==> src/rtl/gb_host_pkg.sv <==
// gb_host_pkg
//   Shared types and constants for the ghostbus host initiator.
//   - state_t   : initiator FSM states
//   - STATE_W   : state encoding width
//   - wait_cnt_w: width of the read-latency down-counter, $clog2(RD+1)
package gb_host_pkg;

  localparam int STATE_W = 3;

  typedef enum logic [STATE_W-1:0] {
    IDLE = 3'd0,
    WSTB = 3'd1,
    RSTB = 3'd2,
    WAIT = 3'd3,
    CAPT = 3'd4,
    RESP = 3'd5
  } state_t;

  function automatic int wait_cnt_w(input int rd);
    return (rd < 1) ? 1 : $clog2(rd + 1);
  endfunction

endpackage

==> src/rtl/gb_host_rsp_reg.sv <==
// gb_host_rsp_reg
//   Response holding register (read data + last flag) with valid/ready output.
//   Loads from the bus read data in the capture cycle and clears on handshake.
// Ports
//   clk, rst_n     clock, async active-low reset
//   load           capture load_data/load_last, raise valid
//   load_data      DW   bus read data
//   load_last      1    final beat flag
//   ready          1    consumer ready
//   valid          out  response available
//   data           out  held read data
//   last           out  held final-beat flag
module gb_host_rsp_reg
  import gb_host_pkg::*;
#(
  parameter int DW = 32
) (
  input  logic          clk,
  input  logic          rst_n,
  input  logic          load,
  input  logic [DW-1:0] load_data,
  input  logic          load_last,
  input  logic          ready,
  output logic          valid,
  output logic [DW-1:0] data,
  output logic          last
);

  always_ff @(posedge clk or negedge rst_n) begin
    if (!rst_n) begin
      valid <= 1'b0;
      data  <= '0;
      last  <= 1'b0;
    end else if (load) begin
      valid <= 1'b1;
      data  <= load_data;
      last  <= load_last;
    end else if (valid && ready) begin
      valid <= 1'b0;
      data  <= '0;
      last  <= 1'b0;
    end
  end

endmodule

==> src/rtl/gb_host_initiator.sv <==
// gb_host_initiator
//   Converts a valid/ready command stream into ghostbus cycles and returns read
//   data as a valid/ready response stream. All bus outputs are registered.
//   Optional feature macro: GB_HOST_BURST_EN (multi-beat reads via cmd_len).
// Ports
//   gb_clk, gb_rst_n              clock, async active-low reset
//   cmd_valid/ready/write/addr/wdata[/len]   command stream
//   rsp_valid/ready/rdata/last    response stream
//   gb_addr/gb_wdata/gb_wen/gb_rstb/gb_rdata ghostbus
//   busy                          high whenever the FSM is not IDLE
//
// state | meaning
// ------+-----------------------------------------------------------
// IDLE  | waiting for a command, cmd_ready high
// WSTB  | gb_wen asserted for one cycle
// RSTB  | gb_rstb asserted for one cycle
// WAIT  | counting out the remaining read latency (RD-1 cycles)
// CAPT  | gb_rdata sampled into the response register
// RESP  | response held until consumed; then next beat or IDLE
module gb_host_initiator
  import gb_host_pkg::*;
#(
  parameter int AW   = 24,
  parameter int DW   = 32,
  parameter int RD   = 2,
  parameter int LENW = 8
) (
  input  logic            gb_clk,
  input  logic            gb_rst_n,
  input  logic            cmd_valid,
  output logic            cmd_ready,
  input  logic            cmd_write,
  input  logic [AW-1:0]   cmd_addr,
  input  logic [DW-1:0]   cmd_wdata,
`ifdef GB_HOST_BURST_EN
  input  logic [LENW-1:0] cmd_len,
`endif
  output logic            rsp_valid,
  input  logic            rsp_ready,
  output logic [DW-1:0]   rsp_rdata,
  output logic            rsp_last,
  output logic [AW-1:0]   gb_addr,
  output logic [DW-1:0]   gb_wdata,
  output logic            gb_wen,
  output logic            gb_rstb,
  input  logic [DW-1:0]   gb_rdata,
  output logic            busy
);

  localparam int CNT_W = wait_cnt_w(RD);
  // WAIT lasts RD-1 cycles: load RD-2 and leave when the counter reaches zero.
  localparam logic [CNT_W-1:0] WAIT_LOAD = CNT_W'((RD > 1) ? RD - 2 : 0);

  state_t            state, state_d;
  logic              ready_q;
  logic [AW-1:0]     addr_q, addr_d;
  logic [DW-1:0]     wdata_q, wdata_d;
  logic              wen_q, wen_d;
  logic              rstb_q, rstb_d;
  logic [LENW-1:0]   beats_q, beats_d;   // remaining beats after the current one
  logic [CNT_W-1:0]  cnt_q, cnt_d;
  logic              rsp_load;

  always_comb begin
    state_d  = state;
    addr_d   = addr_q;
    wdata_d  = wdata_q;
    wen_d    = 1'b0;
    rstb_d   = 1'b0;
    beats_d  = beats_q;
    cnt_d    = cnt_q;
    rsp_load = 1'b0;
    case (state)
      IDLE: begin
        if (cmd_valid && ready_q) begin
          addr_d = cmd_addr;
          if (cmd_write) begin
            wdata_d = cmd_wdata;
            wen_d   = 1'b1;
            state_d = WSTB;
          end else begin
            rstb_d  = 1'b1;
            state_d = RSTB;
`ifdef GB_HOST_BURST_EN
            beats_d = cmd_len;
`else
            beats_d = '0;
`endif
          end
        end
      end
      WSTB: state_d = IDLE;
      RSTB: begin
        if (RD <= 1) begin
          state_d = CAPT;
        end else begin
          state_d = WAIT;
          cnt_d   = WAIT_LOAD;
        end
      end
      WAIT: begin
        if (cnt_q == '0) state_d = CAPT;
        else             cnt_d   = cnt_q - CNT_W'(1);
      end
      CAPT: begin
        rsp_load = 1'b1;
        state_d  = RESP;
      end
      RESP: begin
        // Bus stays idle while the response is back-pressured.
        if (rsp_valid && rsp_ready) begin
          if (beats_q != '0) begin
            beats_d = beats_q - LENW'(1);
            addr_d  = addr_q + AW'(1);
            rstb_d  = 1'b1;
            state_d = RSTB;
          end else begin
            state_d = IDLE;
          end
        end
      end
      default: state_d = IDLE;
    endcase
  end

  always_ff @(posedge gb_clk or negedge gb_rst_n) begin
    if (!gb_rst_n) begin
      state   <= IDLE;
      ready_q <= 1'b0;
      addr_q  <= '0;
      wdata_q <= '0;
      wen_q   <= 1'b0;
      rstb_q  <= 1'b0;
      beats_q <= '0;
      cnt_q   <= '0;
    end else begin
      state   <= state_d;
      ready_q <= (state_d == IDLE);
      addr_q  <= addr_d;
      wdata_q <= wdata_d;
      wen_q   <= wen_d;
      rstb_q  <= rstb_d;
      beats_q <= beats_d;
      cnt_q   <= cnt_d;
    end
  end

  gb_host_rsp_reg #(.DW(DW)) u_rsp_reg (
    .clk       (gb_clk),
    .rst_n     (gb_rst_n),
    .load      (rsp_load),
    .load_data (gb_rdata),
    .load_last (beats_q == '0),
    .ready     (rsp_ready),
    .valid     (rsp_valid),
    .data      (rsp_rdata),
    .last      (rsp_last)
  );

  assign cmd_ready = ready_q;
  assign gb_addr   = addr_q;
  assign gb_wdata  = wdata_q;
  assign gb_wen    = wen_q;
  assign gb_rstb   = rstb_q;
  assign busy      = (state != IDLE);

endmodule

==> config.mk <==
export PLATFORM = sky130hd
export DESIGN_NAME = gb_host_initiator
export DESIGN_NICKNAME = d
export VERILOG_FILES = /design/src/rtl/gb_host_pkg.sv /design/src/rtl/gb_host_rsp_reg.sv /design/src/rtl/gb_host_initiator.sv
export SDC_FILE = /design/constraint.sdc
export NUM_CORES = 1
export LEC_CHECK = 0
export ABC_AREA = 1
export BUFFER_PORTS_ARGS = -buffer_cell sky130_fd_sc_hd__buf_2
export CORE_UTILIZATION = 54
export DETAILED_ROUTE_END_ITERATION = 12
export GPL_TIMING_DRIVEN = 0
export PLACE_DENSITY_LB_ADDON = 0.05
export SYNTH_ARGS = -nofsm -noshare
export SYNTH_HDL_FRONTEND = slang
export SYNTH_SLANG_ARGS = --single-unit
export TNS_END_PERCENT = 50
==> constraint.sdc <==
create_clock -name gb_clk -period 3.2 [get_ports gb_clk]
set_clock_uncertainty 0.15 [all_clocks]
set_input_delay 0.48 -clock gb_clk [delete_from_list [all_inputs] [get_ports gb_clk]]
set_output_delay 0.48 -clock gb_clk [all_outputs]
set_load 0.1 [all_outputs]
After elaboration in Yosys (flattened, before gate mapping)
Index checks and enable logic that the tools add are counted.
W data, S select, Z words.
Cells by class
  add/sub/neg operators: 3
  eq/ne operators: 9
  mux-type cells: 31
  reduce and logical (&&, ||, !) cells: 15
Operator list (count)
  $mux W24: 3
  $mux W32: 2
  $pmux W24 S2: 1
  $mux W8: 4
  $add A24 B1 Y24 const B: 1
  $pmux W8 S2: 1
  $pmux W3 S5: 1
  $mux W1: 11
  $ne A2 B2 Y1 const B: 5
  $mux W3: 3
  $logic_not A8 Y1: 1
  $reduce_bool A8 Y1: 1
  $sub A8 B1 Y8 const B: 1
  $eq A3 B2 Y1 const B: 2
  $eq A3 B3 Y1 const B: 2
  $logic_not A3 Y1: 2
  $mux W2: 3
  $reduce_bool A2 Y1: 3
  $reduce_and A5 Y1: 1
  $pmux W2 S2: 1
  $reduce_and A4 Y1: 1
  $reduce_and A3 Y1: 1
  $reduce_bool A3 Y1: 1
  $logic_and A1 B1 Y1: 2
  other kinds (4): 4
Storage, ports and cells
  register bits after elaboration: 106
  input bits: 93
  output and inout port bits: 94
  word-level logic and storage cells: 69

Longest topological paths before layout
  depth in word-level cells: 5
  gate-level depth with buffers: 10

Cells and area by module
From an unflattened synthesis, not the netlist that was laid out.
Unflattened totals
  cells, all modules: 697
  area total of the unflattened synthesis: 5723.0 sq um
Modules (own cells, without submodules)
  gb_host_initiator: instances 1, cells each 550, area each 4058.9 sq um, sequential area each 1801.7 sq um
  gb_host_rsp_reg: instances 1, cells each 147, area each 1664.1 sq um, sequential area each 850.8 sq um

Least setup slack after synthesis
No wires, ideal clock.
  kind: reg-to-reg
  from: register addr_q[1] (netlist: gb_addr[1])
  to: register addr_q[10] (netlist: gb_addr[10])
  setup time: 122 ps
  data arrival time: 2141 ps
  required time: 2928 ps
  slack: 787 ps
  stages on the path, launching flop included: 9
  path buffers: 0
  cells stage by stage: dfrtp_1 -> ha_1 -> nand2_1 -> nor2_2 -> nand2_2 -> nor2_1 -> nand3_1 -> a21oi_1 -> nor2_1
On the way
  cells in the longest elaborated chain, start to end: 4
RTL lines
  start: declaration: line gb_host_initiator.sv:56  | logic [AW-1:0] addr_q, addr_d;
  start signal: assignment: line gb_host_initiator.sv:139  | addr_q <= addr_d;
  $add A24 B1 Y24: line gb_host_initiator.sv:114  | addr_d = addr_q + AW'(1);
  $mux W24: line gb_host_initiator.sv:112  | if (beats_q != '0) begin
  $mux W24: line gb_host_initiator.sv:111  | if (rsp_valid && rsp_ready) begin
  $pmux W24 S2: line gb_host_initiator.sv:73  | case (state)
No other way between the ends. The select of a mux whose other input is x is not followed.
A chain may end at the register's enable or synchronous reset.

Worst setup path after layout
  from: register state[0]
  to: output busy
On the way
  cells in the longest elaborated chain, start to end: 1
RTL lines
  start: declaration: line gb_host_initiator.sv:54  | state_t state, state_d;
  start signal: assignment: line gb_host_initiator.sv:137  | state <= state_d;
  $reduce_bool A3 Y1: line gb_host_initiator.sv:165  | assign busy = (state != IDLE);
  end: declaration: line gb_host_initiator.sv:47  | output logic busy
No other way between the ends.

==> metrics <==
first-pass GRT wire length 20500 µm; clock buffer depth 2; Worst path max stage delay roughly 470 ps; worst rel slew slack 65.9%; TritonCTS clock tree built; Vias ~4700; Bufs and invs on worst path 1; Critical Path AT around 1500 ps; Critical Path End Type output pin; flop2flop setup slack between 1000 and 1500 ps; vias in the first global route between 4000 and 5000; Sink Count 106; startpoint types register; fin util 70.5%; die height about 100 µm; Reg clk slew, reported paths roughly 110 ps; FILL cells approximately 800; share of Yosys cell area claimed by the top area cell type between 50% and 60%; Die ar. ~10000 µm²; register area share after synthesis between 50% and 60%; hold_ws between 100 and 150 ps; Routed wire per std cell around 13 µm; fin crit period approximately 2100 ps; Max Cap Viol 0; Hold Fails Final Rpt 0; Yosys warning total 0; Synth Cell Area 5220 µm²; initial antenna violation count 0; RSZ-0062 raised after global routing false; Initial Util approximately 56%; setup bufs post-CTS 0; CP delay by family, top flip-flops; DR vias/cell about 5.0; HPWL after detailed placement 9270 µm; Chip Width roughly 100 µm; layout cells sized above 1 a little over a third; Crit Path Class register to output pin; Cells after Synth 607; Synth area leader dfrtp_1; Top FF cell, synth dfrtp_1; area of the core 9280 µm²; I/O Buffers roughly 190; net count after synthesis roughly 700; HP Class input pin to register; antenna cells 0; cells along the critical path nor2_1, nand2_2, buf_2; syn_area_per_cell 8.59 µm²; Crit Reg-Reg Startpoint beats_q[0]$_DFFE_PN0P_; DRT Pass-1 Iters 4; Fmax approximately 480 MHz; CP max stage cell dfrtp_1; Post-synth EDFFs 0; gp weighted congestion 0.879; Slew Limit Fails 0; Setup TNS Final 0 ps; H-tree levels 3; Final period util around 65%; GRT Total Usage between 20 and 30%; end of the critical path busy; 1st-iter DRT viols between 100 and 150; crit-path max FO 5; Post-synth ARST share 100%; largest net degree at the start of global routing 73; Worst path depth 3; register bit count reported by yosys approximately 110; R2R depth 10; root buf cell clkbuf_8; drt total wl 12500 µm; Critical Path Start state[0]$_DFF_PN0_; Hold Path Cell Cnt 3; drt drc 0; GRT overflow 0; Reg-to-Reg End gb_addr[16]$_DFFE_PN0P_; Clock Latency Late Sink 370 ps; Routed Antenna Nets 0; most frequent cells in the layout 186 x nand2_1, 186 x buf_2, 106 x dfrtp_1; CP Data Required Time 2570 ps; dominant cells by area after synthesis dfrtp_1 51%, nand2_1 13%, nand3_1 7.1%; run status finished clean; Synth cell types 33; Setup Viol. Count Final 0; layout net count around 900; Slew @ Worst Pin ~500 ps; Cell Rows 35; Top Ports roughly 190; Area Growth Syn to Fin 25.5%; CTS buffer count 9
-- layout make-up --
type / instances / area [µm²] / area share, %
Tap cell: 129 / 161 / 2.47
Inverter: 46 / 173 / 2.64
Sequential cell: 106 / 2650 / 40.5
Clock buffer: 11 / 151 / 2.31
Clock inverter: 5 / 46.3 / 0.707
Buffer: 22 / 159 / 2.43
Timing Repair Buffer: 188 / 971 / 14.8
Multi-Input combinational cell: 433 / 2230 / 34.1
-- metrics by stage --
step,std cells,cell area (µm²),setup WS [ps]
5_1_grt,940,6550,1050
3_3_place_gp,922,6310,325
2_1_floorplan,607,5220,787
3_5_place_dp,923,6340,1180
6_report,940,6550,1120
4_1_cts,940,6550,1100
-- layer usage --
metal	vias to the layer above	part of all wire [%]	global-route usage [%]
li1	2336	-	-
met4	0	1.7	9.70
met2	162	51	46.0
met3	19	6.4	5.64
met1	2214	41	30.3
met5	-	0	0
-- Yosys cell counts (2+ instances only) --
| master | count |
|---|---|
| nor2_4 | 5 |
| mux2_2 | 30 |
| nand4_1 | 3 |
| a21oi_1 | 15 |
| inv_1 | 42 |
| ha_1 | 3 |
| xnor2_1 | 2 |
| mux2_1 | 2 |
| clkbuf_1 | 10 |
| o22ai_1 | 2 |
| nand3_1 | 74 |
| dfrtp_1 | 106 |
| buf_4 | 2 |
| nand2_2 | 4 |
| nand2_1 | 186 |
| nand3b_1 | 3 |
| nor2_2 | 3 |
| o211ai_1 | 2 |
| nor2_1 | 52 |
| xor2_1 | 3 |
| buf_6 | 9 |
| o21ai_0 | 14 |
| or2_2 | 22 |
| inv_2 | 3 |
| o31ai_1 | 2 |
-- cells by family after synthesis --
| logic type | share of synthesized area [%] |
|---|---|
| AND/OR/NAND/NOR | 30.2 |
| adder cells (fa/ha/maj) | 0.720 |
| flip-flops | 50.9 |
| XOR/XNOR | 0.840 |
| AO/OA/AOI/OAI | 4.08 |
| multiplexers | 6.91 |
| buffers and inverters | 6.36 |
-- repair_timing --
item,in CTS,in global routing
hold buffers,1,0
endpoints found under the hold margin,34,0
resized for setup,0,0
-- worst register-to-register path: stages, from the launching register on --
cell	delay [ps]
dfrtp_1	410
inv_1	80
ha_1	210
nand3_1	190
nor2_4	200
nor2_4	60
nor2_4	240
buf_6	200
nor2_2	40
nand2_1	50
nand2_1	50
-- registers in the layout, summed over array words and instances, names as in the netlist --
signal	cells
beats_q	8
cmd_ready	1
cnt_q	2
gb_addr	24
gb_rstb	1
gb_wdata	32
gb_wen	1
state	3
u_rsp_reg.data	32
u_rsp_reg.last	1
u_rsp_reg.valid	1
-- worst min path at each step --
| stage | startpoint | to | slack [ps] |
|---|---|---|---|
| 2_1_floorplan | gb_rst_n | beats_q[0]$_DFFE_PN0P_ | 30 |
| 3_3_place_gp | beats_q[0]$_DFFE_PN0P_ | beats_q[0]$_DFFE_PN0P_ | 310 |
| 4_1_cts | gb_rdata[19] | u_rsp_reg.data[19]$_DFFE_PN0P_ | 130 |
| 5_1_grt | gb_rdata[15] | u_rsp_reg.data[15]$_DFFE_PN0P_ | 140 |
| 3_5_place_dp | gb_rst_n | gb_addr[4]$_DFFE_PN0P_ | 320 |
| 6_report | gb_rdata[19] | u_rsp_reg.data[19]$_DFFE_PN0P_ | 140 |
Power is not shown: default switching activity piles up to over one toggle a cycle in this logic, so the estimate is an artifact.
